<file path="src/rtl/hilbert_pkg.sv">
// Shared types and arithmetic helpers for the time-multiplexed
// Hilbert transformer scheduler.
package hilbert_pkg;

  typedef enum logic [1:0] {
    IDLE,
    MAC,
    FINISH
  } state_t;

  // Working width for the saturation helper; must cover the accumulator.
  localparam int SAT_W = 128;

  // Index width for a table of n entries (at least one bit).
  function automatic int idx_w(input int n);
    return (n > 1) ? $clog2(n) : 1;
  endfunction

  // Accumulator width: full product plus growth over n taps.
  function automatic int acc_w(input int nb, input int n);
    return 2 * nb + $clog2(n);
  endfunction

  // Rescale a Q2.(2nb-2) sum back to Q1.(nb-1), rounding toward -inf,
  // then clamp to the signed nb-bit range.
  function automatic logic signed [SAT_W-1:0] sat_q(
    input logic signed [SAT_W-1:0] acc,
    input int                      nb
  );
    logic signed [SAT_W-1:0] s;
    logic signed [SAT_W-1:0] hi;
    logic signed [SAT_W-1:0] lo;
    s  = acc >>> (nb - 1);
    hi = (128'sd1 <<< (nb - 1)) - 128'sd1;
    lo = -(128'sd1 <<< (nb - 1));
    if (s > hi) return hi;
    if (s < lo) return lo;
    return s;
  endfunction

endpackage

</file>
<file path="src/rtl/hilbert_mac_scheduler_sample_ring_buffer.sv">
// Sample history for the shared MAC: one write port at wr_ptr and
// one read port addressed by tap distance back from the newest sample.
module sample_ring_buffer
  import hilbert_pkg::*;
#(
  parameter int NUM_BITS = 24,
  parameter int DEPTH    = 13
) (
  input  logic                      clk,
  input  logic                      rst,
  input  logic                      wr_en,
  input  logic [NUM_BITS-1:0]       wr_data,
  input  logic                      advance,
  input  logic [idx_w(DEPTH)-1:0]   rd_tap,
  output logic [NUM_BITS-1:0]       rd_data
);

  localparam int IW = idx_w(DEPTH);

  logic [NUM_BITS-1:0] mem [DEPTH];
  logic [IW-1:0]       wr_ptr;
  logic [IW-1:0]       rd_idx;

  // Storage: cleared on reset so no stale history leaks into a new run.
  always_ff @(posedge clk or posedge rst) begin
    if (rst) begin
      for (int i = 0; i < DEPTH; i++) mem[i] <= '0;
    end else if (wr_en) begin
      mem[wr_ptr] <= wr_data;
    end
  end

  // Write pointer moves once per completed computation.
  always_ff @(posedge clk or posedge rst) begin
    if (rst) begin
      wr_ptr <= '0;
    end else if (advance) begin
      wr_ptr <= (wr_ptr == IW'(DEPTH - 1)) ? '0 : wr_ptr + IW'(1);
    end
  end

  // x[n-k] lives at (wr_ptr - k) mod DEPTH.
  always_comb begin
    if (wr_ptr >= rd_tap) rd_idx = wr_ptr - rd_tap;
    else                  rd_idx = wr_ptr + IW'(DEPTH) - rd_tap;
  end

  assign rd_data = mem[rd_idx];

endmodule

</file>
<file path="src/rtl/hilbert_mac_scheduler.sv">
// Runs the Hilbert (cos) and delay-line (sin) FIR paths through one
// shared multiplier, alternating paths on every tap.
module hilbert_mac_scheduler
  import hilbert_pkg::*;
#(
  parameter int NUM_BITS     = 24,
  parameter int COEFF_LENGTH = 13
) (
  input  logic                             clk_i,
  input  logic                             reset_i,
  input  logic                             tick_i,
  input  logic [NUM_BITS-1:0]              signal_i,
  input  logic [NUM_BITS*COEFF_LENGTH-1:0] ha_coeffs,
  input  logic [NUM_BITS*COEFF_LENGTH-1:0] delay_coeffs,
  output logic [NUM_BITS-1:0]              sin_o,
  output logic [NUM_BITS-1:0]              cos_o,
  output logic                             done_o,
  output logic                             busy_o,
  output logic                             overrun_o
);

  localparam int TW = idx_w(COEFF_LENGTH);
  localparam int PW = 2 * NUM_BITS;
  localparam int AW = acc_w(NUM_BITS, COEFF_LENGTH);

  state_t                      state, nstate;
  logic [TW-1:0]               tap;
  logic                        phase;
  logic signed [AW-1:0]        acc_cos, acc_sin;
  logic                        accept, mac_en, fin_en;
  logic [NUM_BITS-1:0]         sample;
  logic signed [NUM_BITS-1:0]  coeff;
  logic signed [PW-1:0]        prod;
  logic signed [NUM_BITS-1:0]  ha_arr [COEFF_LENGTH];
  logic signed [NUM_BITS-1:0]  dl_arr [COEFF_LENGTH];

  for (genvar k = 0; k < COEFF_LENGTH; k++) begin : g_unpack
    assign ha_arr[k] = ha_coeffs[k*NUM_BITS +: NUM_BITS];
    assign dl_arr[k] = delay_coeffs[k*NUM_BITS +: NUM_BITS];
  end

  sample_ring_buffer #(
    .NUM_BITS (NUM_BITS),
    .DEPTH    (COEFF_LENGTH)
  ) u_ring (
    .clk     (clk_i),
    .rst     (reset_i),
    .wr_en   (accept),
    .wr_data (signal_i),
    .advance (fin_en),
    .rd_tap  (tap),
    .rd_data (sample)
  );

  // State register.
  always_ff @(posedge clk_i or posedge reset_i) begin
    if (reset_i) state <= IDLE;
    else         state <= nstate;
  end

  // Next state: leave MAC after the sin half of the last tap.
  always_comb begin
    nstate = state;
    unique case (state)
      IDLE:    if (tick_i) nstate = MAC;
      MAC:     if (phase && tap == TW'(COEFF_LENGTH - 1)) nstate = FINISH;
      FINISH:  nstate = IDLE;
      default: nstate = IDLE;
    endcase
  end

  // State-decoded controls.
  always_comb begin
    busy_o = (state != IDLE);
    accept = (state == IDLE) && tick_i;
    mac_en = (state == MAC);
    fin_en = (state == FINISH);
  end

  // Shared multiplier: phase 0 feeds cos, phase 1 feeds sin.
  always_comb begin
    coeff = phase ? dl_arr[tap] : ha_arr[tap];
    prod  = PW'($signed(sample)) * PW'(coeff);
  end

  // Tap sequencing and both accumulators.
  always_ff @(posedge clk_i or posedge reset_i) begin
    if (reset_i) begin
      tap     <= '0;
      phase   <= 1'b0;
      acc_cos <= '0;
      acc_sin <= '0;
    end else if (accept) begin
      tap     <= '0;
      phase   <= 1'b0;
      acc_cos <= '0;
      acc_sin <= '0;
    end else if (mac_en) begin
      phase <= ~phase;
      if (!phase) begin
        acc_cos <= acc_cos + AW'(prod);
      end else begin
        acc_sin <= acc_sin + AW'(prod);
        tap     <= tap + TW'(1);
      end
    end
  end

  // Result registers and the one-cycle done strobe.
  always_ff @(posedge clk_i or posedge reset_i) begin
    if (reset_i) begin
      cos_o  <= '0;
      sin_o  <= '0;
      done_o <= 1'b0;
    end else begin
      done_o <= fin_en;
      if (fin_en) begin
        cos_o <= NUM_BITS'(sat_q(SAT_W'(acc_cos), NUM_BITS));
        sin_o <= NUM_BITS'(sat_q(SAT_W'(acc_sin), NUM_BITS));
      end
    end
  end

  // Sticky flag for samples dropped while a computation runs.
  always_ff @(posedge clk_i or posedge reset_i) begin
    if (reset_i)               overrun_o <= 1'b0;
    else if (tick_i && busy_o) overrun_o <= 1'b1;
  end

endmodule

</file>
<file path="config.mk">
export PLATFORM = sky130hd
export DESIGN_NAME = hilbert_mac_scheduler
export DESIGN_NICKNAME = d
export VERILOG_FILES = /design/src/rtl/hilbert_pkg.sv /design/src/rtl/hilbert_mac_scheduler_sample_ring_buffer.sv /design/src/rtl/hilbert_mac_scheduler.sv
export SDC_FILE = /design/constraint.sdc
export NUM_CORES = 2
export LEC_CHECK = 0
export ABC_CLOCK_PERIOD_IN_PS = 25300
export BUFFER_PORTS_ARGS = -buffer_cell sky130_fd_sc_hd__clkbuf_2
export CORE_UTILIZATION = 50
export DETAILED_ROUTE_END_ITERATION = 12
export PLACE_DENSITY = 0.71
export SYNTH_ARGS = -nofsm -noshare
export SYNTH_HDL_FRONTEND = slang
export SYNTH_SLANG_ARGS = --single-unit
</file>
<file path="constraint.sdc">
create_clock -name clk_i -period 25.3 [get_ports clk_i]
set_input_delay 5.06 -clock clk_i [delete_from_list [all_inputs] [get_ports clk_i]]
set_output_delay 5.06 -clock clk_i [all_outputs]
set_load 0.02 [all_outputs]
</file>
Word level (Yosys, flattened, before mapping). Index checks and enable logic that the tools add are counted.

$add $sub $neg: 7. $mul: 1. Order comparisons: 9. Equal/unequal tests: 7. Mux-type cells: 47. Bitwise operators: 4. Reduce and logical (&&, ||, !) cells: 11.

Operators with widths (number): 24-bit two-way mux (16); 312-bit bitwise mux (1); 52-bit two-way mux (6); 24-bit binary-select mux with 4-bit select (3); 52-bit by 48-bit adder with 52-bit output (2); 24-bit demux with 4-bit select (1); 29-bit by 24-bit greater-than comparator with 1-bit output, second input constant (2); 29-bit by 24-bit less-than comparator with 1-bit output, second input constant (2); 24-bit by 24-bit multiplier with 48-bit output (1); 4-bit two-way mux (5); 5-bit greater-or-equal comparator, second input constant (3); 4-bit inverter with 5-bit output (3); 1-bit two-way mux (12); 4-bit by 1-bit adder with 4-bit output, second input constant (2); 4-bit == test, second input constant (2); 4-bit subtractor (2); 2-bit AND reduction (3); 2-bit nonzero test (3); 5-bit by 1-bit less-than comparator with 1-bit output, second input constant (1); 4-bit adder, second input constant (1); 4-bit greater-or-equal comparator (1); 1-bit logical AND (4); 2-bit two-way mux (2); 2-bit by 1-bit inequality test with 1-bit output, second input constant (2); other kinds (6) (6).

Register bits: 477. Bits of input ports: 651. Output and inout port bits: 51. Word-level logic and storage cells: 109.

Longest topological paths before layout.
Word-level depth: 12. Depth in mapped cells: 59. Depth with buffers taken out: 52.

Cells and area by module. From an unflattened synthesis, not the netlist that was laid out.

Cell total of the unflattened synthesis: 5589. Area, all modules: 54103.1 µm².

By module, submodules not included: hilbert_mac_scheduler (times used 1, cells each 4247, area an instance 38036.5 µm², seq. area each 4028.9 µm²); sample_ring_buffer (times used 1, cells each 1342, area an instance 16066.7 µm², seq. area each 7907.6 µm²).

Worst setup path before layout. OpenSTA, ideal clock, no wires.

Path kind: input to register. Start: in delay_coeffs[174]. End: reg acc_sin[49]. Setup time: 0.069 ns. Arrival: 14.911 ns. Required time: 25.231 ns. Path slack: 10.320 ns. Cell stages on the path: 40. Buffers on the path: 1. Cells stage by stage: mux4_2 > mux4_2 > a21oi_1 > clkbuf_1 > nor2_1 > fa_1 > fa_1 > inv_1 > fa_1 > fa_1 > inv_1 > fa_1 > fa_1 > inv_1 > fa_1 > inv_1 > ha_1 > a211o_1 > (+4 left out) > a41oi_1 > a31oi_1 > a21o_1 > a21oi_1 > xnor2_1 > ha_1 > a21o_1 > a21o_1 > a21o_1 > a21o_1 > a21oi_1 > o21bai_1 > a2111oi_0 > o221ai_1 > a21oi_1 > a21oi_1 > or4_1 > nand3_1.

Longest elaborated chain between the ends: 9.

RTL lines: start, declared (line hilbert_mac_scheduler.sv:14) `input logic [NUM_BITS*COEFF_LENGTH-1:0] delay_coeffs,`; 24-bit binary-select mux with 4-bit select (line hilbert_mac_scheduler.sv:82) `coeff = phase ? dl_arr[tap] : ha_arr[tap];`; 24-bit two-way mux (not written as such) (2 in a row) (line hilbert_mac_scheduler.sv:82); 24-bit two-way mux (line hilbert_mac_scheduler.sv:82); 24-bit by 24-bit multiplier with 48-bit output (line hilbert_mac_scheduler.sv:83) `prod = PW'($signed(sample)) * PW'(coeff);`; 52-bit by 48-bit adder with 52-bit output (line hilbert_mac_scheduler.sv:103) `acc_sin <= acc_sin + AW'(prod);`; 52-bit two-way mux (line hilbert_mac_scheduler.sv:100) `if (!phase) begin`; 52-bit two-way mux (line hilbert_mac_scheduler.sv:98) `end else if (mac_en) begin`; 52-bit two-way mux (line hilbert_mac_scheduler.sv:93) `end else if (accept) begin`; end signal, assigned (line hilbert_mac_scheduler.sv:103); end, declared (line hilbert_mac_scheduler.sv:29) `logic signed [AW-1:0] acc_cos, acc_sin;`.

No other way between the ends. The select of a mux whose other input is x is not followed. A chain may end at the register's enable or synchronous reset.

Worst setup path after layout.
Start: in delay_coeffs[87]. End: reg acc_sin[49].

The elaborated chain is that of the path after synthesis.

==> flow_summary.ini <==
[route]
dr.first_iter.drc_count = 3808
wirelength_um = 186000
post_drt_wl_per_cell_um = 26.9
viasPerCell = 5.93
drc = 0
ant_nets = 0
drt_first_pass_iters = 6
vias = 41049

[placement]
place.gp.congestion = 0.979
hpwl_um = 149000
io_buffer_count = 701

[clock_network]
clock_path_buffers = 3
clk_pin_slew_ns = 0.06
clk_latency_ns = 0.63
cts.repair.resized = 0
hold_buffers = 0
cts_root_buffer = clkbuf_16
cts.sinks = 477
postCtsSetupRepairBufs = 0
h-tree-depth = 2
cts_tree = done
cts_buffers = 52

[global_route]
grt_pass1_wl_um = 273000
antenna_found_initial = 52
grt_overflow = 0
grt_max_degree = 146
grt_pass1_vias = 42303
grtUsageTotal = 0.363

[synthesis]
synth_fa_ha_area_frac = 0.301
synth_top_area_share = 0.239
synthMuxAreaShare = 0.172
synth_ff_type = dfrtp_1
ys_ff_latch = 477
synth_edf_count = 0
yosysWarnings = 0
ys_types = 77
netlist_instances = 4923
synthTopCellsByCount = inv_1, fa_1, nand2_1, dfrtp_1, nor2_1
avgSynthCellArea_sq_um = 10.4
synth.most_common_cell = inv_1
syn-num-nets = 6441
synth_xor_area_frac = 0.0263
yosys.area.top_type = fa_1
synth_area_leaders = fa_1, dfrtp_1, mux4_2
synth-compound-area-share = 0.102
synth-simple-area-share = 0.0937
async_flop_share = 1.00
yosysSeqAreaShare = 0.232
synth_area_sq_um = 51400
synth_top_family_by_area = adder cells

[sta]
fin_crit_sh = 0.641
period_needed_ns = 16.21
fin_setup_tns_ns = 0
final_max_slew_viol_count = 0
whs_ns = 0.478
hold_viol_final = 0
setup_viol = 0
fmax_mhz = 61.7
tightest_slew_ns = 1.25
rsz0062_at_grt = false
relSlewSlack = 0.170
finClkSkew_ns = 0.0253

[cells_and_area]
synthToLayoutAreaGrowth_pct = 12.8
fill_cells = 8751
nNetsFinal = 6996
drive_gt1_frac = 0.270
fin_util = 0.570

[hold_path]
hold_path.class = reg2reg

[floorplan]
coreArea_sq_um = 102000
num_rows = 117
die_w_um = 323
die_h_um = 323
start_util = 0.505
boundaryPins = 702
dieArea_sq_um = 104000

[setup_path]
arrival_ns = 16.78
setup.worst_path.end_class = flop
path_max_fanout = 24
cpMostUsedCell = fa_1
slowest_delay_ns = 0.97
critPathKind = in2reg
required_ns = 25.87
crit_path_start_kind = input pin
slowest_stage = a221oi_1

[status]
status = complete, no violations

[run]
maxCapViolations = 0
[worst paths after layout]
| kind | from | end | slack [ns] | cells past startpoint |
|---|---|---|---|---|
| worst max-delay path | delay_coeffs[87] | acc_sin[49] | 9.09 | 44 |
| worst min-delay path | overrun_o | overrun_o | 0.48 | 1 |
| worst max register to register | tap[0] | acc_sin[49] | 9.81 | 49 |
| worst min register to register | overrun_o | overrun_o | 0.48 | 1 |
| max in group asynchronous | reset_i | u_ring.mem[310] | 18.30 | 4 |
| min in group asynchronous | reset_i | sin_o[9] | 4.59 | 2 |
[cell type report]
type,instances,area (sq um),share of cell area
Clock buffer,74,1430,0.0247
Tap cell,1368,1710,0.0295
Multi-Input combinational cell,3508,35900,0.619
Clock inverter,21,267,0.00460
Inverter,655,2470,0.0426
Antenna cell,33,82.6,0.00142
Timing Repair Buffer,784,4170,0.0719
Sequential cell,477,11900,0.206
[cell usage in the layout, fill, tap and decap left out, drive strengths merged, types with 6 or more instances in the layout]
cell	n
nand2b	59
a31o	6
diode	33
xnor2	98
a22oi	24
nand3	23
inv	653
mux4	216
clkbuf	775
a221o	27
clkinv	15
a21o	88
a21oi	239
a31oi	14
a211oi	12
o21bai	27
nor2b	45
a22o	12
o21ai	223
fa	612
mux2	313
and3	16
a211o	6
nor2	330
buf	83
mux2i	41
o31ai	8
nand4	17
or2	20
nor3	18
xor2	54
o211ai	21
dfrtp	477
a221oi	45
and2	43
ha	255
o21a	12
nand2	533
[logic make-up (layout without fill, tap and decap cells)]
| logic type | Yosys count | count (layout) |
|---|---|---|
| simple gates | 1118 | 1118 |
| buf+inv | 938 | 1534 |
| fa+ha+maj | 867 | 867 |
| compound gates | 801 | 801 |
| mux | 570 | 570 |
| flops | 477 | 477 |
| xor+xnor | 152 | 152 |
| other cells | 0 | 33 |
[registers in the layout (all words and copies together) (netlist names)]
name	flops
done_o	1
sin_o	24
cos_o	24
phase	1
overrun_o	1
acc_sin	52
u_ring.mem	312
acc_cos	52
u_ring.wr_ptr	4
state	2
tap	4
[critical path: cells and delay by family]
kind                     cells  cell delay (ns)
buffers and inverters        6             0.70
AO/OA/AOI/OAI               21             5.17
multiplexers                 3             0.88
XOR/XNOR                     1             0.33
adder cells (fa/ha/maj)      9             3.82
AND/OR/NAND/NOR              4             0.77
[routing by layer]
metal,part of all wire,vias up,global-route usage
met1,0.35,20992,0.430
li1,-,17633,-
met2,0.46,1905,0.558
met5,0.00072,-,0
met3,0.098,497,0.102
met4,0.088,22,0.284
[metrics by stage]
| stage | instance area (sq um) | setup WS [ns] | instances |
|---|---|---|---|
| 3_3_place_gp | 56200 | 8.89 | 6792 |
| 3_5_place_dp | 56200 | 8.61 | 6792 |
| 6_report | 58000 | 9.09 | 6920 |
| 5_1_grt | 57900 | 8.53 | 6912 |
| 2_1_floorplan | 51400 | 6.93 | 4923 |
| 4_1_cts | 57900 | 9.22 | 6887 |
Power is left out: the tool's default activity adds up to more than one toggle a clock period on the data nets, which glitch-free logic cannot reach.
